**src/rtl/mire_writer_pkg.sv**
```systemverilog
// Shared video package for the test-pattern writer.
// Holds the writer FSM state type, the pattern colours, the Wishbone
// classic-cycle codes and the helper that maps pixel coordinates to bus data.
package mire_writer_pkg;

  typedef enum logic {
    ST_WRITE = 1'b0,
    ST_PAUSE = 1'b1
  } state_t;

  localparam logic [23:0] WHITE       = 24'hFFFFFF;
  localparam logic [23:0] BLACK       = 24'h000000;

  localparam logic [2:0]  CTI_CLASSIC = 3'b000;
  localparam logic [1:0]  BTE_LINEAR  = 2'b00;
  localparam logic [3:0]  SEL_ALL     = 4'b1111;

  // Grid pattern: a white line every 16 pixels horizontally and vertically.
  // Only the low four bits of each coordinate matter.
  function automatic logic [31:0] mire_pixel(input logic [3:0] x_lo,
                                             input logic [3:0] y_lo);
    logic [23:0] rgb;
    rgb = ((x_lo == 4'd0) || (y_lo == 4'd0)) ? WHITE : BLACK;
    return {8'h00, rgb};
  endfunction

endpackage

```
**src/rtl/wshb_if.sv**
```systemverilog
// Wishbone bus bundle used between the pattern writer and the SDRAM
// controller. clk/rst travel with the bus so the master has a single
// clock/reset source.
//   master modport: inputs clk, rst, ack; outputs cyc, stb, we, sel, cti,
//   bte, adr (byte address), dat_ms (master-to-slave data).
interface wshb_if;
  logic        clk;
  logic        rst;
  logic        ack;
  logic        cyc;
  logic        stb;
  logic        we;
  logic [3:0]  sel;
  logic [2:0]  cti;
  logic [1:0]  bte;
  logic [31:0] adr;
  logic [31:0] dat_ms;

  modport master (
    input  clk, rst, ack,
    output cyc, stb, we, sel, cti, bte, adr, dat_ms
  );
endinterface

```
**src/rtl/mire_writer.sv**
```systemverilog
// Test-pattern ("mire") writer: fills an HDISP x VDISP framebuffer in SDRAM
// with a white 16-pixel grid on black, in raster order, forever.
// Writes are Wishbone classic single writes grouped in tenures of BURST
// acknowledged writes; after each tenure cyc/stb drop for one cycle so other
// masters can win arbitration.
// Ports:
//   wshb_ifm   : Wishbone master (clk, synchronous active-high rst, ack in;
//                cyc, stb, we, sel, cti, bte, adr, dat_ms out)
//   frame_done : one-cycle pulse the cycle after the last pixel is acked
module mire_writer
  import mire_writer_pkg::*;
#(
  parameter int HDISP = 800,
  parameter int VDISP = 480,
  parameter int BURST = 64
) (
  wshb_if.master wshb_ifm,
  output logic   frame_done
);

  localparam int XW = (HDISP > 1) ? $clog2(HDISP) : 1;
  localparam int YW = (VDISP > 1) ? $clog2(VDISP) : 1;
  localparam int BW = $clog2(BURST + 1);
  // Number of coordinate bits that feed the 16-pixel grid test.
  localparam int XL = (XW < 4) ? XW : 4;
  localparam int YL = (YW < 4) ? YW : 4;

  localparam logic [XW-1:0] X_LAST = XW'(HDISP - 1);
  localparam logic [YW-1:0] Y_LAST = YW'(VDISP - 1);
  localparam logic [BW-1:0] B_LAST = BW'(BURST - 1);

  state_t        state_reg,      state_next;
  logic [XW-1:0] x_reg,          x_next;
  logic [YW-1:0] y_reg,          y_next;
  logic [31:0]   adr_reg,        adr_next;
  logic [BW-1:0] burst_reg,      burst_next;
  logic          frame_done_reg, frame_done_next;
  // Low for the whole reset and for the first edge after it, so the first
  // request appears on the cycle after reset is released and never while
  // reset is still asserted.
  logic          bus_en_reg;

  always_ff @(posedge wshb_ifm.clk) begin
    if (wshb_ifm.rst) begin
      state_reg      <= ST_WRITE;
      x_reg          <= '0;
      y_reg          <= '0;
      adr_reg        <= '0;
      burst_reg      <= '0;
      frame_done_reg <= 1'b0;
      bus_en_reg     <= 1'b0;
    end else begin
      state_reg      <= state_next;
      x_reg          <= x_next;
      y_reg          <= y_next;
      adr_reg        <= adr_next;
      burst_reg      <= burst_next;
      frame_done_reg <= frame_done_next;
      bus_en_reg     <= 1'b1;
    end
  end

  always_comb begin
    state_next      = state_reg;
    x_next          = x_reg;
    y_next          = y_reg;
    adr_next        = adr_reg;
    burst_next      = burst_reg;
    frame_done_next = 1'b0;

    case (state_reg)
      ST_WRITE: begin
        // Only an ack seen while our request is visible completes a write.
        if (bus_en_reg && wshb_ifm.ack) begin
          // Address is a running byte counter; the frame wrap overrides it.
          adr_next = adr_reg + 32'd4;
          if (x_reg == X_LAST) begin
            x_next = '0;
            if (y_reg == Y_LAST) begin
              y_next          = '0;
              adr_next        = '0;
              frame_done_next = 1'b1;
            end else begin
              y_next = y_reg + YW'(1);
            end
          end else begin
            x_next = x_reg + XW'(1);
          end

          // Burst end is independent of frame end; both may apply at once.
          if (burst_reg == B_LAST) begin
            burst_next = '0;
            state_next = ST_PAUSE;
          end else begin
            burst_next = burst_reg + BW'(1);
          end
        end
      end
      ST_PAUSE: begin
        state_next = ST_WRITE;
      end
      default: begin
        state_next = ST_WRITE;
      end
    endcase
  end

  logic req;
  assign req = bus_en_reg && (state_reg == ST_WRITE);

  assign wshb_ifm.cyc    = req;
  assign wshb_ifm.stb    = req;
  assign wshb_ifm.we     = 1'b1;
  assign wshb_ifm.sel    = SEL_ALL;
  assign wshb_ifm.cti    = CTI_CLASSIC;
  assign wshb_ifm.bte    = BTE_LINEAR;
  assign wshb_ifm.adr    = adr_reg;
  assign wshb_ifm.dat_ms = mire_pixel(4'(x_reg[XL-1:0]), 4'(y_reg[YL-1:0]));
  assign frame_done      = frame_done_reg;

endmodule

```
**src/flat_wrapper.sv**
```systemverilog
// flat-port wrapper written by rule: the top's interface ports become plain ports
module mire_writer_flat import mire_writer_pkg::*;
#(
  parameter int HDISP = 800,
  parameter int VDISP = 480,
  parameter int BURST = 64
)
  (frame_done, wshb_ifm_clk, wshb_ifm_rst, wshb_ifm_ack, wshb_ifm_cyc, wshb_ifm_stb, wshb_ifm_we, wshb_ifm_sel, wshb_ifm_cti, wshb_ifm_bte, wshb_ifm_adr, wshb_ifm_dat_ms);
  wshb_if wshb_ifm_i ();
  output logic frame_done;
  input wire logic [$bits(wshb_ifm_i.clk)-1:0] wshb_ifm_clk;
  input wire logic [$bits(wshb_ifm_i.rst)-1:0] wshb_ifm_rst;
  input wire logic [$bits(wshb_ifm_i.ack)-1:0] wshb_ifm_ack;
  output wire logic [$bits(wshb_ifm_i.cyc)-1:0] wshb_ifm_cyc;
  output wire logic [$bits(wshb_ifm_i.stb)-1:0] wshb_ifm_stb;
  output wire logic [$bits(wshb_ifm_i.we)-1:0] wshb_ifm_we;
  output wire logic [$bits(wshb_ifm_i.sel)-1:0] wshb_ifm_sel;
  output wire logic [$bits(wshb_ifm_i.cti)-1:0] wshb_ifm_cti;
  output wire logic [$bits(wshb_ifm_i.bte)-1:0] wshb_ifm_bte;
  output wire logic [$bits(wshb_ifm_i.adr)-1:0] wshb_ifm_adr;
  output wire logic [$bits(wshb_ifm_i.dat_ms)-1:0] wshb_ifm_dat_ms;
  assign wshb_ifm_i.clk = wshb_ifm_clk;
  assign wshb_ifm_i.rst = wshb_ifm_rst;
  assign wshb_ifm_i.ack = wshb_ifm_ack;
  assign wshb_ifm_cyc = wshb_ifm_i.cyc;
  assign wshb_ifm_stb = wshb_ifm_i.stb;
  assign wshb_ifm_we = wshb_ifm_i.we;
  assign wshb_ifm_sel = wshb_ifm_i.sel;
  assign wshb_ifm_cti = wshb_ifm_i.cti;
  assign wshb_ifm_bte = wshb_ifm_i.bte;
  assign wshb_ifm_adr = wshb_ifm_i.adr;
  assign wshb_ifm_dat_ms = wshb_ifm_i.dat_ms;
  mire_writer #(.HDISP(HDISP), .VDISP(VDISP), .BURST(BURST)) u_core (.wshb_ifm(wshb_ifm_i), .frame_done(frame_done));
endmodule
```
**config.mk**
```make
export PLATFORM = sky130hd
export DESIGN_NAME = mire_writer_flat
export DESIGN_NICKNAME = d
export VERILOG_FILES = /design/src/rtl/mire_writer_pkg.sv /design/src/rtl/wshb_if.sv /design/src/rtl/mire_writer.sv /design/src/flat_wrapper.sv
export SDC_FILE = /design/constraint.sdc
export NUM_CORES = 1
export LEC_CHECK = 0
export ABC_AREA = 0
export ABC_CLOCK_PERIOD_IN_PS = 2760
export CAP_MARGIN = 0
export CELL_PAD_IN_SITES_DETAIL_PLACEMENT = 0
export CELL_PAD_IN_SITES_GLOBAL_PLACEMENT = 1
export CORE_ASPECT_RATIO = 1.25
export CORE_MARGIN = 2
export CORE_UTILIZATION = 38
export DETAILED_ROUTE_END_ITERATION = 7
export PLACE_DENSITY_LB_ADDON = 0.1
export SLEW_MARGIN = 40
export SYNTH_ARGS = -nofsm -noshare
export SYNTH_HDL_FRONTEND = slang
export SYNTH_SLANG_ARGS = --single-unit
```
**constraint.sdc**
```tcl
create_clock -name wshb_ifm_clk -period 2.76 [get_ports wshb_ifm_clk]
set_input_delay 0.552 -clock wshb_ifm_clk [delete_from_list [all_inputs] [get_ports wshb_ifm_clk]]
set_output_delay 0.552 -clock wshb_ifm_clk [all_outputs]
set_load 0.01 [all_outputs]
```
==> impl_metrics.tcl, run 1 <==
set metrics [dict create \
    tightest_slew_ns 0.6877 \
    whs_ns 0.4647 \
    final_cell_mix "65 x nor2_1, 59 x clkdlybuf4s50_1, 59 x dfxtp_1, 36 x xor2_1, 27 x nand4_1" \
    startpoint_type "flip-flop" \
    place_congestion 0.7678 \
    finish.net_count 400 \
    skew_ns 0.003604 \
    largest_reg_flops 30 \
    slowest_delay_ns 0.62 \
    cts_buffer_depth 2 \
    firstDrtPassIters 4 \
    finalNonFillerCells 490 \
    num_vias 2284 \
    h-tree-depth 3 \
    n_antenna_cell 0 \
    initial_core_util_pct 38.79 \
    dieWidth_um 83.55 \
    io_buffers 59 \
    synth_top_area_share_pct 39.30 \
    grt_overflow 0 \
    grt_pass1_wl_um 10300 \
    arrival_ns 1.92 \
    cts_tree "built" \
    fmax_mhz 404.2 \
    yosysWarnings 0 \
    hold_path.class "reg2reg" \
    drive_above_1_share_pct 7.848 \
    syn_inst 350 \
    clock-sinks 59 \
    drt_iter0_drc 68 \
    final.min_clock_period_ns 2.474 \
    grt_pass1_vias 2206 \
    synth_area_um2 3005 \
    rows 36 \
    yosysTopAreaCell "dfxtp_1" \
    track_usage_pct 14.89 \
    antenna_found_initial 0 \
    worstPathMaxFanout 24 \
    synth.ff_latch_count 59 \
    min_period_over_period_pct 89.63 \
    synthTopCellsByArea "dfxtp_1 39%, buf_4 11%, xor2_1 10%, nor2_1 8.1%, nand4_1 5.6%" \
    p_leak_nw 1.378 \
    cts_buffers 9 \
    cp_cell_sequence "inv_1 > ha_1 > a22o_2 > clkdlybuf4s50_1" \
    drcViolationCount 0 \
    ir_drop_v 0.0003230 \
    clkLatencyLatePin_ns 0.33 \
    p_per_area_nw_per_um2 464.2 \
    tns_ns 0 \
    holdPathStages 1 \
    grt_max_degree 38 \
    dp_cells 475 \
    design_area_um2 3635 \
    dpl_cell_area_um2 3436 \
    ys_seq_area_share_pct 39.30 \
    finalWirelength_um 6119 \
    reg2regPathDepth 6 \
    finalSetupViolCount 0 \
    status "finished, final reports clean" \
    finalPower_mw 1.687 \
    cp_slowest_cell "clkdlybuf4s50_1" \
    post_drt_wl_per_cell_um 12.49 \
    ios 80 \
    final-hold-violation-count 0 \
    required_ns 2.21 \
    dieArea_um2 8641 \
    area_growth_syn_to_layout_pct 20.94 \
    via_per_inst 4.661 \
    path_clk_slew_ns 0.06 \
    cp-end-kind "output pin" \
    rsz0062_at_grt "false" \
    maxCapViolations 0 \
    slew_headroom_pct 53.98 \
    critPathKind "reg2out" \
    syn-mean-instance-area_um2 8.587 \
    maxSlewViolCount 0 \
    root_buffer "clkbuf_8" \
    coreArea_um2 7747 \
    final_common_cell "nor2_1" \
    dpl.hpwl_um 4308 \
    cts-hold-fix-buffers 0 \
    drtAntennaViolNets 0 \
    yosysUniqueCellTypes 34 \
    die_y_um 103.4 \
    post_cts_buffers 0 \
]
-- what timing repair did --
item                                    CTS  global route
resized for setup                         1             0
hold endpoints to repair                  0             0
endpoints found under the setup margin   24             0
-- cells in the mapped netlist --
master    number
a22o_1         1
ha_1           6
xnor2_1       11
nand4_1       27
nand4b_1       2
nand2_4        1
nor2b_1        1
a31oi_1        1
nand2_1       23
and3b_1        1
nor2_1        65
conb_1         2
nand3_1       16
buf_6          4
nor3b_1        1
or2_2          3
nor4_2         1
and3_1         6
buf_4         44
or4b_4         1
nand4b_2       1
nor4_4         1
nor3_1         4
inv_1          8
and4_1         2
nor4_1         3
xor2_1        36
nand3b_1       4
buf_2          1
clkbuf_1       5
o21ai_0        1
dfxtp_1       59
a21oi_1        7
o211a_1        1
-- logic make-up (layout without fill, tap and decap cells) --
group / Yosys count / in the layout / share of synthesized area [%]
other: 2 / 20 / 0.2499
flip-flops: 59 / 59 / 39.30
AO/OA/AOI/OAI: 11 / 11 / 2.165
adder cells (fa/ha/maj): 6 / 6 / 2.498
XOR/XNOR: 47 / 47 / 13.70
AND/OR/NAND/NOR: 163 / 163 / 27.81
buffers and inverters: 62 / 89 / 14.28
-- metrics by stage --
step	setup WS [ns]	util [%]
after CTS	0.2116	46.92
final	0.2862	46.92
after floorplan	0.8939	-
after detailed placement	0.2466	44.35
after global routing	0.1303	46.92
after global placement	0.3003	44.35
-- layer usage --
layer | vias to the layer above | track usage, % | share of wire (%)
met2 | 38 | 25.56 | 49
met3 | 6 | 3.730 | 3.5
met5 | - | 0 | 0
li1 | 1186 | - | -
met4 | 0 | 6.328 | 1.5
met1 | 1054 | 18.00 | 46
-- layout make-up --
cell class	instances	area, um2
Fill cell	770	4113
Multi-Input combinational cell	247	1464
Sequential cell	59	1181
Timing Repair Buffer	66	643.1
Clock buffer	14	192.7
Tap cell	95	118.9
Inverter	8	30.03
Clock inverter	1	5.005
-- final timing paths --
path	start	endpoint	slack, ns
setup / recovery	u_core.x_reg[0]	wshb_ifm_dat_ms[17]	0.29
hold / removal	u_core.burst_reg[6]	u_core.state_reg	0.46
hold reg to reg	u_core.burst_reg[6]	u_core.state_reg	0.46
setup reg to reg	u_core.x_reg[1]	u_core.wshb_ifm.adr[20]	0.81
-- report_power, final --
group	total (mW)	switching (mW)	leakage (nW)	internal, mW
Clock	0.763	0.320	0.105	0.443
Sequential	0.863	0.00592	0.476	0.857
Combinational	0.0615	0.0422	0.797	0.0193
Total	1.69	0.368	1.38	1.32
-- critical path, delay by kind of cell, from the launching register on --
family / cells / cell delay [ns]
flops: 1 / 0.34
buf+inv: 2 / 0.70
compound gates: 1 / 0.38
fa+ha+maj: 1 / 0.18
(Power assumes the default switching activity.)
==> inputs of run 2 (changes only) <==
CTS_CLUSTER_DIAMETER = 120   (was default)
==> results of run 2 <==
Same layout as run 1: the final DEF is identical, and so are final timing and power.
